## src/rtl/dir_pulse_gen.sv

```systemverilog
// Push-button front end: synchronise and debounce four keys, then emit one
// single-cycle direction code per press plus timed auto-repeat while held.
module dir_pulse_gen #(
    parameter int unsigned DEBOUNCE_CYCLES = 500000,
    parameter int unsigned REPEAT_DELAY    = 25000000,
    parameter int unsigned REPEAT_PERIOD   = 10000000,
    parameter int unsigned CNT_W           = 25
) (
    input  logic       clk,
    input  logic       reset,
    input  logic       key_up,
    input  logic       key_down,
    input  logic       key_right,
    input  logic       key_left,
    output logic [2:0] dir,
    output logic       dir_valid
);

    localparam logic [CNT_W-1:0] DB_LAST  = CNT_W'(DEBOUNCE_CYCLES - 1);
    localparam logic [CNT_W-1:0] RD_LAST  = CNT_W'(REPEAT_DELAY - 1);
    localparam logic [CNT_W-1:0] RP_LAST  = CNT_W'(REPEAT_PERIOD - 1);
    localparam logic [CNT_W-1:0] CNT_ONE  = CNT_W'(1);

    typedef enum logic [1:0] {
        S_IDLE,
        S_DELAY,
        S_REPEAT
    } state_t;

    // Bit order is the priority order: 0=Up, 1=Down, 2=Right, 3=Left.
    logic [3:0]       raw;
    logic [3:0]       s1_q, s2_q;
    logic [3:0]       stable_q, prev_q, press_q;
    logic [CNT_W-1:0] dcnt_q [4];

    logic             any_press;
    logic [1:0]       press_idx;
    logic             held_lvl;

    state_t           state_q;
    logic [1:0]       held_q;
    logic [CNT_W-1:0] rcnt_q;

    assign raw = {key_left, key_right, key_down, key_up};

    always_ff @(posedge clk) begin
        if (reset) begin
            s1_q     <= '0;
            s2_q     <= '0;
            stable_q <= '0;
            prev_q   <= '0;
            press_q  <= '0;
            for (int unsigned i = 0; i < 4; i++) begin
                dcnt_q[i] <= '0;
            end
        end else begin
            s1_q    <= raw;
            s2_q    <= s1_q;
            prev_q  <= stable_q;
            press_q <= stable_q & ~prev_q;
            for (int unsigned i = 0; i < 4; i++) begin
                if (s2_q[i] == stable_q[i]) begin
                    dcnt_q[i] <= '0;
                end else if (dcnt_q[i] == DB_LAST) begin
                    stable_q[i] <= s2_q[i];
                    dcnt_q[i]   <= '0;
                end else begin
                    dcnt_q[i] <= dcnt_q[i] + CNT_ONE;
                end
            end
        end
    end

    // Lowest set bit wins; simultaneous losers are simply dropped.
    always_comb begin
        any_press = |press_q;
        press_idx = 2'd0;
        if (press_q[0])      press_idx = 2'd0;
        else if (press_q[1]) press_idx = 2'd1;
        else if (press_q[2]) press_idx = 2'd2;
        else if (press_q[3]) press_idx = 2'd3;
        held_lvl = prev_q[held_q];
    end

    always_ff @(posedge clk) begin
        if (reset) begin
            state_q   <= S_IDLE;
            held_q    <= '0;
            rcnt_q    <= '0;
            dir       <= '0;
            dir_valid <= 1'b0;
        end else begin
            dir       <= '0;
            dir_valid <= 1'b0;
            if (any_press) begin
                dir       <= {1'b0, press_idx} + 3'd1;
                dir_valid <= 1'b1;
                held_q    <= press_idx;
                rcnt_q    <= '0;
                state_q   <= (REPEAT_DELAY > 0) ? S_DELAY : S_IDLE;
            end else begin
                case (state_q)
                    S_IDLE: begin
                    end
                    S_DELAY: begin
                        if (!held_lvl) begin
                            state_q <= S_IDLE;
                        end else if (rcnt_q == RD_LAST) begin
                            dir       <= {1'b0, held_q} + 3'd1;
                            dir_valid <= 1'b1;
                            rcnt_q    <= '0;
                            state_q   <= S_REPEAT;
                        end else begin
                            rcnt_q <= rcnt_q + CNT_ONE;
                        end
                    end
                    S_REPEAT: begin
                        if (!held_lvl) begin
                            state_q <= S_IDLE;
                        end else if (rcnt_q == RP_LAST) begin
                            dir       <= {1'b0, held_q} + 3'd1;
                            dir_valid <= 1'b1;
                            rcnt_q    <= '0;
                        end else begin
                            rcnt_q <= rcnt_q + CNT_ONE;
                        end
                    end
                    default: state_q <= S_IDLE;
                endcase
            end
        end
    end

endmodule

```

## config.mk

```make
export PLATFORM = sky130hd
export DESIGN_NAME = dir_pulse_gen
export DESIGN_NICKNAME = d
export VERILOG_FILES = /design/src/rtl/dir_pulse_gen.sv
export SDC_FILE = /design/constraint.sdc
export NUM_CORES = 1
export LEC_CHECK = 0
export CAP_MARGIN = 20
export CORE_ASPECT_RATIO = 0.5
export CORE_UTILIZATION = 26
export CTS_CLUSTER_DIAMETER = 200
export DETAILED_ROUTE_END_ITERATION = 7
export SYNTH_ARGS = -nofsm -noshare
export SYNTH_HDL_FRONTEND = slang
export SYNTH_SLANG_ARGS = --single-unit
```

## constraint.sdc

```tcl
create_clock -name clk -period 3 [get_ports clk]
set_input_delay 0.45 -clock clk [delete_from_list [all_inputs] [get_ports clk]]
set_output_delay 0.45 -clock clk [all_outputs]
set_load 0.02 [all_outputs]
```

# Yosys cells after proc, flatten, opt, wreduce, memory -nomap -nowiden
# Memory sizes are Yosys's and may differ from the RTL's.
# Cells that the tools add are included.
[classes] bitwise=19 n_addsub=7 n_reduce_logical=11 n_mux=86 n_lt_le_gt_ge=1 n_eq_ne=19
[op_table] op="2-to-1 mux 25 bit" n=16
[op_table] op="adder 25 x 1 -> 25 bit (second input constant)" n=5
[op_table] op="equality test 25 x 19 -> 1 bit (second input constant)" n=4
[op_table] op="2-to-1 mux 1 bit" n=53
[op_table] op="case mux 25 bit (2 select lines)" n=1
[op_table] op="equality test 25 x 24 -> 1 bit (second input constant)" n=1
[op_table] op="equality test 25 bit (second input constant)" n=1
[op_table] op="2-to-1 mux 3 bit" n=5
[op_table] op="2-to-1 mux 2 bit" n=7
[op_table] op="OR 1 bit" n=12
[op_table] op="AND reduction 3 bit" n=3
[op_table] op="!= test 2 bit (second input constant)" n=4
[op_table] op="AND reduction 2 bit" n=4
[op_table] op="adder 2 x 1 -> 3 bit (second input constant)" n=2
[op_table] op="!= test 3 bit (second input constant)" n=2
[op_table] op="case mux 2 bit (3 select lines)" n=1
[op_table] op="case mux 3 bit (2 select lines)" n=1
[op_table] op="inverter 1 bit" n=5
[op_table] op="OR reduction 5 bit" n=1
[op_table] op="AND 4 bit" n=1
[op_table] op="equality test 1 bit" n=4
[op_table] op="!= test 4 bit (second input constant)" n=1
[op_table] op="inverter 4 bit" n=1
[op_table] op="OR reduction 4 bit" n=1
[op_table] op="other kinds (7)" n=7
[word_totals] ramBits=100 out_inout_bits=4 word_cells=158 register_bits=53 mem_count=1
[memory_table] name="dcnt_q" depth=4 word_bits=25 read_ports=4 rd_ports_with_merged_regs=0 write_ports=4 line_no="34" source="logic [CNT_W-1:0] dcnt_q [4];"

# Depth between registers and ports, before layout
# An unclocked memory read counts as a cell.
[logic_depth] ltp_word=8 depth_mapped=9 mapped_depth_nobuf=7

# Worst setup path after synthesis
# No wires, ideal clock.
[synth_timing] path_kind="register to register" start="reg rcnt_q[14]" end="reg rcnt_q[0]" setup_time_ns=0.115 slack_ns=0.854 n_path_buf=1 t_arrival_ns=2.031 stages_incl_launch_ff=7 path_cell_list="dfxtp_1 -> or4_1 -> or3_1 -> o32a_2 -> o21ai_4 -> buf_6 -> nor2_2"
[synth_via] elab_chain_len=4 elab_cells_between_ends=7
[synth_lines] element="start, declared" line_no="42" source="logic [CNT_W-1:0] rcnt_q;"
[synth_lines] element="start signal, assigned" line_no="114" source="rcnt_q <= rcnt_q + CNT_ONE;"
[synth_lines] element="start signal, assigned" line_no="125" source="rcnt_q <= rcnt_q + CNT_ONE;"
[synth_lines] element="equality test 25 x 24 -> 1 bit or equality test 25 bit (tied branches)" line_no="120, 108"
[synth_lines] element="2-to-1 mux 25 bit, on equally long branches" line_no="120, 108"
[synth_lines] element="2-to-1 mux 25 bit, on equally long branches" line_no="118, 106"
[synth_lines] element="case mux 25 bit (2 select lines) (*)" line_no="102" source="case (state_q)"
# Every way passes the cells marked *; elsewhere a longest branch is shown, timed or not. The select of a mux whose other input is x is not followed.
# A chain may end at the register's enable or synchronous reset.

==> results_dict.tcl <==
set metrics [dict create \
    outcome "completed" \
    regArea_mm2 0.00406 \
    cellInternalPower_w 0.00370 \
    multi_input_area_mm2 0.00381 \
    critPathRequiredTime_ns 3.13 \
    power_leakage_nw 3.10 \
    relSlewSlack_pct 39.7 \
    routedWlPerCell_um 11.0 \
    hold_class "reg2reg" \
    nets 892 \
    antenna_cells 0 \
    period_share_pct 81.4 \
    switching_power_w 0.000994 \
    critical_path.cell_chain "ha_1 > nand4_1 > nor3_1 > or3_1 > nor2_1" \
    setup_viol 0 \
    ir_drop_mv 0.351 \
    drive_above_1_share_pct 6.64 \
    min_from "prev_q[2]$_SDFF_PP0_" \
    timing.final.hold_violations 0 \
    antenna_found_initial 0 \
    reg2reg_from "dcnt_q[0][0]$_SDFFCE_PN0P_" \
    async_flop_share_pct 0 \
    power_density_mw_per_mm2 508 \
    synth_area_mm2 0.00767 \
    crit_path_max_fanout 25 \
    dp_hpwl_um 9950 \
    p_comb_share_pct 3.0 \
    hold_slack_ns 0.408 \
    io_pins 10 \
    ys_types 41 \
    clockPowerShare_pct 46.4 \
    root_buffer "clkbuf_16" \
    cts_buffers 17 \
    grt_pass1_vias 5251 \
    ant_nets 0 \
    highest_layer "met4" \
    synth_top_cell_area_share_pct 39.2 \
    hold_buffers 0 \
    synth_warnings 0 \
    synth_area_leaders "edfxtp_1 (39%), dfxtp_1 (14%), xor2_1 (8.1%)" \
    synthCells 757 \
    clk_latency_ns 0.42 \
    p_seq_share_pct 50.6 \
    synth-main-ff-cell "edfxtp_1" \
    core_mm2 0.0290 \
    max_freq_ghz 0.410 \
    cts_resized 0 \
    r2r_end "dcnt_q[0][15]$_SDFFCE_PN0P_" \
    critPathLaunchType "flip-flop" \
    vias_per_cell 4.32 \
    cts_tree "done" \
    yosys-top-cells-count "nor2_1 (139), edfxtp_1 (100), xor2_1 (71)" \
    finalMaxSlewViolations 0 \
    area_growth_pct 20.6 \
    ys_ff_latch 153 \
    crit_path_end_kind "flip-flop" \
    worst_pin_slew_ns 0.905 \
    routed-wl-met3_um 356 \
    hold_end "press_q[2]$_SDFF_PP0_" \
    r2r_cells 5 \
    fin_tns_setup_ns 0 \
    path_class "reg2reg" \
    cts_buffer_depth 2 \
    rsz0062_at_grt "false" \
    die_h_um 123 \
    worstPathArrival_ns 2.57 \
    wl_met1_um 6900 \
    grt_max_degree 26 \
    fillers 2946 \
    synth-edff-count 100 \
    wl_um 14100 \
    worst-r2r-setup-slack_ns 0.56 \
    row_count 44 \
    skew_ns 0.00981 \
    synth.most_common_cell "nor2_1" \
    drc 0 \
    max-cap-violations 0 \
    overflow 0 \
    start_util_pct 26.4 \
    die-area_mm2 0.0302 \
    track_usage_pct 9.86 \
    drt-initial-drc-count 309 \
    sw_frac_of_total_pct 21.2 \
    synth_area_per_cell_um2 10.1 \
    crit_slowest_cell "or3_1" \
    cts.sinks 153 \
    drtPass1Iterations 4 \
    vias 5533 \
    wl_met2_um 6720 \
    hold_depth 1 \
    portBuffers 9 \
    clk_pin_slew_worst_paths_ns 0.06 \
    min_period_ns 2.44 \
    grt_pass1_wl_um 24500 \
    synth_top_area_cell "edfxtp_1" \
    htree_levels 4 \
    gp_congestion 0.822 \
    critPathMaxStageDelay_ns 0.76 \
    post_cts_buffers 0 \
    die_width_um 245 \
    ys_seq_area_share_pct 53.0 \
]
[power by group through the flow]
stage,combinational [W],clock (W),sequential (W)
finish,0.000139,0.00218,0.00238
global route,0.000161,0.00233,0.00239
CTS,0.000137,0.00223,0.00238
detailed placement,0.000135,0,0.00242
global placement,0.000134,0,0.00242
floorplan,0.000114,0,0.00240
[per-layer routing]
| layer | up-vias | GRT usage [%] |
|---|---|---|
| met1 | 2613 | 12.4 |
| met5 | - | 0 |
| met2 | 56 | 16.7 |
| li1 | 2851 | - |
| met4 | 0 | 2.85 |
| met3 | 13 | 2.56 |
[through the flow]
step	setup slack [ns]	utilization, %	area [um^2]	total power, W	instances
global placement	0.570	29.8	8630	0.00255	1248
detailed placement	0.504	29.8	8630	0.00256	1248
CTS	0.507	31.9	9250	0.00475	1280
floorplan	0.854	-	8040	0.00251	856
finish	0.558	31.9	9250	0.00470	1280
global route	0.314	31.9	9250	0.00488	1280
[cell usage in the layout, fill, tap and decap left out, types with 2 or more instances in the layout]
cell type          n
a21oi_1           12
a21oi_2            2
and2_1             3
and3_1            14
and4_1             8
buf_4             15
clkbuf_1           2
clkbuf_16         19
clkbuf_8           4
clkdlybuf4s50_1    9
clkinv_4           2
conb_1           100
dfxtp_1           53
edfxtp_1         100
ha_1              10
inv_1             18
inv_6              2
mux2i_1            4
nand2_1           42
nand2b_1           2
nand3_1           50
nand4_1           47
nand4b_1           3
nor2_1           139
nor2_2             8
nor2b_1           18
nor3_1            19
nor3b_1            2
nor4_1            22
nor4b_1            7
o21ai_0            6
o31ai_1            3
o32ai_1            2
or3_1             11
or4_1              7
xnor2_1           42
xor2_1            71
[sequential cells by signal, summed over array words and instances, names as in the netlist]
register,count
dcnt_q,100
rcnt_q,25
press_q,4
prev_q,4
s1_q,4
s2_q,4
stable_q,4
dir,3
held_q,2
state_q,2
dir_valid,1
[final cells by class]
type | count | area share, %
Sequential cell | 153 | 44.0
Inverter | 18 | 0.731
Multi-Input combinational cell | 662 | 41.2
Timing Repair Buffer | 24 | 2.19
Clock inverter | 7 | 0.825
Clock buffer | 25 | 5.82
Tap cell | 391 | 5.29
[cells by family after synthesis]
family                     after synthesis  synth area share, %
other                                    1               0.0489
buffers and inverters                   41                 2.20
adders and majority gates               10                 1.63
muxes                                    5                0.816
DFF                                    153                 53.0
xor gates and xnor gates               113                 12.9
and+or+nand+nor                        406                 27.0
AOI/OAI and AO/OA                       28                 2.43
[worst max path at each step]
| stage | from | slack, ns | end |
|---|---|---|---|
| after floorplan | rcnt_q[14]$_SDFFE_PP0P_ | 0.85 | rcnt_q[0]$_SDFFE_PP0P_ |
| after global placement | dcnt_q[1][10]$_SDFFCE_PN0P_ | 0.57 | dcnt_q[1][12]$_SDFFCE_PN0P_ |
| after detailed placement | reset | 0.50 | dcnt_q[0][3]$_SDFFCE_PN0P_ |
| after CTS | dcnt_q[0][0]$_SDFFCE_PN0P_ | 0.51 | dcnt_q[0][8]$_SDFFCE_PN0P_ |
| after global routing | dcnt_q[1][5]$_SDFFCE_PN0P_ | 0.31 | dcnt_q[1][15]$_SDFFCE_PN0P_ |
| final | dcnt_q[0][0]$_SDFFCE_PN0P_ | 0.56 | dcnt_q[0][15]$_SDFFCE_PN0P_ |
[worst max-delay path, delay by kind of cell (launching register included)]
kind | cells | cell delay, ns
simple gates | 4 | 1.52
flops | 1 | 0.40
fa+ha+maj | 1 | 0.23
Note: power is estimated with default switching activity, not from simulation.
